## src/rtl/cpu_bus_arbiter_pkg.sv

```systemverilog
// Shared types and helpers for the CPU instruction/data bus arbiter.
// Round-robin arbitration is enabled by CPU_BUS_ARBITER_ROUND_ROBIN_EN.
package cpu_bus_arbiter_pkg;

    typedef enum logic [1:0] {
        IDLE,
        GRANT_I,
        GRANT_D,
        RELEASE
    } state_t;

    typedef enum logic [1:0] {
        GRANT_NONE,
        GRANT_IBUS,
        GRANT_DBUS
    } grant_t;

    localparam logic [31:0] TIMEOUT_RDATA_DEFAULT = 32'h0000_0000;

    // Data wins a tie unless the caller asks to favour fetch.
    function automatic grant_t pick_grant(
        input logic ireq,
        input logic dreq,
        input logic prefer_i
    );
        grant_t g;
        g = GRANT_NONE;
        if (ireq && dreq) begin
            g = prefer_i ? GRANT_IBUS : GRANT_DBUS;
        end else if (dreq) begin
            g = GRANT_DBUS;
        end else if (ireq) begin
            g = GRANT_IBUS;
        end
        return g;
    endfunction

endpackage

```

## src/rtl/cpu_bus_arbiter_timeout.sv

```systemverilog
// Grant watchdog: clearable up-counter that flags the last allowed cycle.
// TIMEOUT of 0 keeps expired_o low permanently.
module cpu_bus_arbiter_timeout #(
    parameter int unsigned TIMEOUT = 1024
) (
    input  logic clk_i,
    input  logic rst_ni,
    input  logic clear_i,
    input  logic enable_i,
    output logic expired_o
);

    localparam int unsigned CW =
        (TIMEOUT > 0) ? $clog2(TIMEOUT + 1) : 1;
    localparam logic [CW-1:0] LAST =
        (TIMEOUT > 0) ? CW'(TIMEOUT - 1) : '0;
    localparam bit ENABLED = (TIMEOUT > 0);

    logic [CW-1:0] count_q;
    logic [CW-1:0] count_d;

    always_comb begin
        count_d = count_q;
        if (clear_i) begin
            count_d = '0;
        end else if (enable_i) begin
            count_d = count_q + 1'b1;
        end
    end

    always_ff @(posedge clk_i or negedge rst_ni) begin
        if (!rst_ni) begin
            count_q <= '0;
        end else begin
            count_q <= count_d;
        end
    end

    assign expired_o = ENABLED && (count_q == LAST);

endmodule

```

## src/rtl/cpu_bus_arbiter.sv

```systemverilog
// Shares one memory bus between CPU fetch and data ports, with timeout.
// Define CPU_BUS_ARBITER_ROUND_ROBIN_EN for round-robin tie breaking.
module cpu_bus_arbiter
    import cpu_bus_arbiter_pkg::*;
#(
    parameter int unsigned TIMEOUT       = 1024,
    parameter logic [31:0] TIMEOUT_RDATA = TIMEOUT_RDATA_DEFAULT
) (
    input  logic        i_clock,
    input  logic        i_reset,
    input  logic        i_ibus_request,
    output logic        o_ibus_ready,
    input  logic [31:0] i_ibus_address,
    output logic [31:0] o_ibus_rdata,
    input  logic        i_dbus_rw,
    input  logic        i_dbus_request,
    output logic        o_dbus_ready,
    input  logic [31:0] i_dbus_address,
    input  logic [31:0] i_dbus_wdata,
    output logic [31:0] o_dbus_rdata,
    output logic        o_bus_rw,
    output logic        o_bus_request,
    input  logic        i_bus_ready,
    output logic [31:0] o_bus_address,
    input  logic [31:0] i_bus_rdata,
    output logic [31:0] o_bus_wdata,
    output logic        o_busy,
    output logic        o_fault
);

    state_t state_q;
    grant_t owner_q;
    grant_t pick_d;
    logic   bus_req_q;
    logic   fault_q;
    logic   prefer_i;

`ifdef CPU_BUS_ARBITER_ROUND_ROBIN_EN
    grant_t rr_last_q;
    assign prefer_i = (rr_last_q == GRANT_DBUS);
`else
    assign prefer_i = 1'b0;
`endif

    logic gnt_i;
    logic gnt_d;
    logic granted;
    logic expired;
    logic done;
    logic tmo_hit;
    logic owner_req;
    logic [31:0] rdata;

    assign gnt_i   = (state_q == GRANT_I);
    assign gnt_d   = (state_q == GRANT_D);
    assign granted = gnt_i | gnt_d;
    assign done    = granted & (i_bus_ready | expired);
    assign tmo_hit = granted & expired & ~i_bus_ready;

    always_comb begin
        pick_d = pick_grant(i_ibus_request, i_dbus_request, prefer_i);
    end

    always_comb begin
        owner_req = 1'b0;
        unique case (1'b1)
            owner_q == GRANT_IBUS: owner_req = i_ibus_request;
            owner_q == GRANT_DBUS: owner_req = i_dbus_request;
            default:               owner_req = 1'b0;
        endcase
    end

    cpu_bus_arbiter_timeout #(
        .TIMEOUT (TIMEOUT)
    ) u_timeout (
        .clk_i     (i_clock),
        .rst_ni    (i_reset),
        .clear_i   (~granted),
        .enable_i  (granted & ~i_bus_ready),
        .expired_o (expired)
    );

    always_ff @(posedge i_clock or negedge i_reset) begin
        if (!i_reset) begin
            state_q   <= IDLE;
            owner_q   <= GRANT_NONE;
            bus_req_q <= 1'b0;
            fault_q   <= 1'b0;
`ifdef CPU_BUS_ARBITER_ROUND_ROBIN_EN
            rr_last_q <= GRANT_DBUS;
`endif
        end else begin
            unique case (state_q)
                IDLE: begin
                    if (pick_d != GRANT_NONE) begin
                        state_q   <= (pick_d == GRANT_DBUS) ? GRANT_D : GRANT_I;
                        owner_q   <= pick_d;
                        bus_req_q <= 1'b1;
`ifdef CPU_BUS_ARBITER_ROUND_ROBIN_EN
                        rr_last_q <= pick_d;
`endif
                    end
                end
                GRANT_I, GRANT_D: begin
                    if (done) begin
                        state_q   <= RELEASE;
                        bus_req_q <= 1'b0;
                        if (tmo_hit) begin
                            fault_q <= 1'b1;
                        end
                    end
                end
                RELEASE: begin
                    // Wait for the requester to drop so a held request is not replayed.
                    if (!owner_req) begin
                        state_q <= IDLE;
                        owner_q <= GRANT_NONE;
                    end
                end
                default: begin
                    state_q   <= IDLE;
                    owner_q   <= GRANT_NONE;
                    bus_req_q <= 1'b0;
                end
            endcase
        end
    end

    always_comb begin
        o_bus_address = '0;
        o_bus_rw      = 1'b0;
        o_bus_wdata   = '0;
        unique case (1'b1)
            gnt_i: begin
                o_bus_address = i_ibus_address;
            end
            gnt_d: begin
                o_bus_address = i_dbus_address;
                o_bus_rw      = i_dbus_rw;
                o_bus_wdata   = i_dbus_wdata;
            end
            default: begin
                o_bus_address = '0;
            end
        endcase
    end

    assign rdata        = tmo_hit ? TIMEOUT_RDATA : i_bus_rdata;
    assign o_ibus_ready = gnt_i & done;
    assign o_dbus_ready = gnt_d & done;
    assign o_ibus_rdata = o_ibus_ready ? rdata : '0;
    assign o_dbus_rdata = o_dbus_ready ? rdata : '0;

    assign o_bus_request = bus_req_q;
    assign o_busy        = (state_q != IDLE);
    assign o_fault       = fault_q;

endmodule

```

## config.mk

```make
export PLATFORM = sky130hd
export DESIGN_NAME = cpu_bus_arbiter
export DESIGN_NICKNAME = d
export VERILOG_FILES = /design/src/rtl/cpu_bus_arbiter_pkg.sv /design/src/rtl/cpu_bus_arbiter_timeout.sv /design/src/rtl/cpu_bus_arbiter.sv
export SDC_FILE = /design/constraint.sdc
export NUM_CORES = 1
export LEC_CHECK = 0
export CORE_AREA = 2 2 105 107
export CTS_CLUSTER_SIZE = 14
export DETAILED_ROUTE_END_ITERATION = 7
export DIE_AREA = 0 0 107 109
export GPL_ROUTABILITY_DRIVEN = 0
export PLACE_DENSITY = 0.65
export SLEW_MARGIN = 20
export SYNTH_ARGS = -nofsm -noshare
export SYNTH_HDL_FRONTEND = slang
export SYNTH_SLANG_ARGS = --single-unit
```

## constraint.sdc

```tcl
create_clock -name i_clock -period 2.01 [get_ports i_clock]
set_input_delay 0.201 -clock i_clock [delete_from_list [all_inputs] [get_ports i_clock]]
set_output_delay 0.201 -clock i_clock [all_outputs]
set_load 0.005 [all_outputs]
```

==> results.yml <==
outcome:
  status: "finished, violations left"
  violations: "negative setup slack"
critical_path:
  path_cells: "ha_2 > nand4b_1 > o31ai_4 > buf_6 > and3_4 > buf_6 > and3_1 > clkdlybuf4s15_1"
  crit_family: "simple AND/OR/NAND/NOR gates"
  cp_slowest_cell: "dfrtp_1"
  cp_max_fo: 5
  start_kind: "flip-flop"
  cp_common_cell: "buf_6"
  worstPathArrival_ns: 2.14
  end_kind: "output pin"
  cp.required_ns: 1.81
  cpPeakStageDelay_ns: 0.38
  cp.buffers_inverters: 3
  critical_path_class: "flip-flop to output pin"
synthesis:
  ys.flop_type: "dfrtp_1"
  syn_nets: 425
  synth_common_cells: "and3_1 (64), nor2_1 (44), a22oi_1 (33), and2_1 (33), dfrtp_1 (17)"
  ys_ff_latch: 17
  yosysUniqueCellTypes: 42
  mappedNetlistArea_um2: 2121
  synth_top_area_frac: 0.2006
  avgSynthCellArea_um2: 7.468
  synth_edf_count: 0
  netlist_top_cells_area: "dfrtp_1 (20%), and3_1 (19%), a22oi_1 (12%)"
  yosys.area.top_type: "dfrtp_1"
  ys_seq_area_frac: 0.2006
  syn_inst: 284
  synth-warning-count: 0
  synth.most_common_cell: "and3_1"
  ys_async_sr_fraction: 1.000
layout:
  drive_gt1_frac: 0.4493
  utilization: 0.5935
  area_delta_synth_final_pct: 196.7
  layout.cells.non_filler: 761
  stdcell_area_um2: 6292
  final_nets: 763
  n_antenna_cell: 0
global_route:
  antenna_found_initial: 0
  top_usage_layer: "met2"
  grt_max_degree: 66
  grt_pass1_wl_um: 16900
  grt_util_all_layers: 0.1826
  grt_use_met1: 0.1975
  grt_overflow: 0
  grtUsageMet2: 0.3567
  gr-usage-met3: 0.04124
  grt_pass1_vias: 3280
routing:
  postRouteAntennaNets: 0
  num_vias: 3584
  first_iter_violations: 127
  remaining_drc_errors: 0
  drt-total-wl_um: 13810
  drt-pass1-iter-count: 4
  viasPerCell: 4.710
  wl_per_cell_um: 18.14
timing:
  slew_headroom: 0.7261
  slew_violations: 0
  hold_viol_final: 0
  setup_viol: 65
  fin_skew_ns: 0.0009347
  worstMarginPinSlew_ns: 0.4096
  fin_ws_ns: -0.3323
  min_period_over_period: 1.165
  fmax_mhz: 426.9
  rsz0062_at_grt: "true"
  period_minus_slack_ns: 2.342
  setup_tns_ns: -15.91
die:
  die_w_um: 107
  num_rows: 38
  coreArea_um2: 10600
  die_h_um: 109
  io_pins: 268
  start_util: 0.2000
  die_area_um2: 11660
clocking:
  clk_pin_slew_ns: 0.07
  cts.sinks: 17
  cts_buffers: 3
  clockBufferDepth: 2
  clkLatencyLatePin_ns: 0.25
  cts_tree: "done"
  ctsHtreeMaxLevel: 1
  cts_hold_buf: 0
  clockRootBuffer: "clkbuf_8"
min_path:
  worst_hold_path_type: "input pin to asynchronous set/reset pin"
pwr:
  comb_power_share: 0.875
  switching_power_mw: 2.380
  power_density_nw_per_um2: 921.5
  swShare: 0.4105
  power_leakage_nw: 3.258
  pwr-share-clk: 0.046
  p_seq_frac: 0.079
  total_power_mw: 5.799
  internal-power_mw: 3.419
  irDropWorstVdd_mv: 0.5509
flow_run:
  cap_violations: 0
placed_design:
  dpl.cell_count: 690
  dpl_cell_area_um2: 5066
  numPortBuffers: 267
  hpwl_um: 8119
## through the flow
stage | hold slack, ns | setup slack, ns
global placement | 0.4488 | -0.2191
finish | 0.2746 | -0.3323
global route | 0.2882 | -0.3985
detailed placement | 0.4519 | -0.2651
floorplan | -0.09459 | 0.3015
CTS | 0.2885 | -0.2915
## cell usage in the layout (no fill, tap or decap), drive strengths merged, types with 2 or more instances in the layout
cell             n
nand2            4
clkbuf          56
inv              7
ha               7
a21oi            5
o21ai            4
nand3            2
clkdlybuf4s15    8
dlymetal6s2s    30
nand4b           2
clkdlybuf4s50  136
nand2b           2
and3            75
a22oi           33
nand4            2
nor2b            2
and2            33
or3              2
mux2i            3
nor2            44
buf            127
xor2             5
dfrtp           17
xnor2            3
## power groups by stage
stage | logic (mW) | registers [mW] | clock network, mW
2_1_floorplan | 1.66 | 0.461 | 0
3_3_place_gp | 3.92 | 0.453 | 0
3_5_place_dp | 3.97 | 0.458 | 0
4_1_cts | 4.61 | 0.458 | 0.273
5_1_grt | 5.43 | 0.467 | 0.297
6_report | 5.07 | 0.460 | 0.268
## repair_timing
action | 4_1_cts | 5_1_grt
endpoints found under the setup margin | 131 | 125
hold endpoints to repair | 0 | 0
pin swaps | 7 | 23
gates cloned | 10 | 9
gates resized for setup | 275 | 275
setup buffers | 40 | 10
## area by class of cell
type                       instances  area [µm²]
clock buffer                       4       45.04
timing repair buffer             353        3613
fill                             896        4310
sequential                        17       425.4
inverter                           7       26.28
multi-input combinational        240        2007
tap                              140       175.2
## worst register-to-register path, cell delays in order (launching register included)
cell      delay [ns]
dfrtp_1         0.38
ha_2            0.21
nand4b_1        0.15
o31ai_4         0.26
buf_6           0.16
buf_6           0.09
buf_4           0.09
buf_4           0.11
a21oi_1         0.06
o32a_1          0.28
## flip-flops by register name (all words and copies together), names as in the netlist
| signal | count |
|---|---|
| owner_q | 2 |
| state_q | 2 |
| o_fault | 1 |
| u_timeout.count_q | 11 |
| o_bus_request | 1 |
## final timing paths
path	start	to	slack (ns)	cells after the start
worst max-delay path	u_timeout.count_q[1]	o_dbus_rdata[17]	-0.33	8
max in group asynchronous	i_reset	u_timeout.count_q[5]	1.53	2
worst max register to register	u_timeout.count_q[1]	state_q[0]	0.11	9
worst min-delay path	i_reset	owner_q[1]	0.27	2
min in group i_clock	o_fault	o_fault	0.47	1
worst min register to register	o_fault	o_fault	0.47	1
## layer usage
layer  vias to the layer above  part of all wire
li1                       1703                 -
met1                      1659              0.35
met2                       197              0.54
met3                        25             0.091
met4                         0             0.027
met5                         -                 0
## cell families after synthesis
group / after synthesis / share of synthesized area
buf+inv: 35 / 0.08672
flops: 17 / 0.2006
simple gates: 164 / 0.4472
mux: 3 / 0.01416
compound gates: 50 / 0.1770
fa+ha+maj: 7 / 0.04130
xor+xnor: 8 / 0.03304
(Power assumes the default switching activity.)
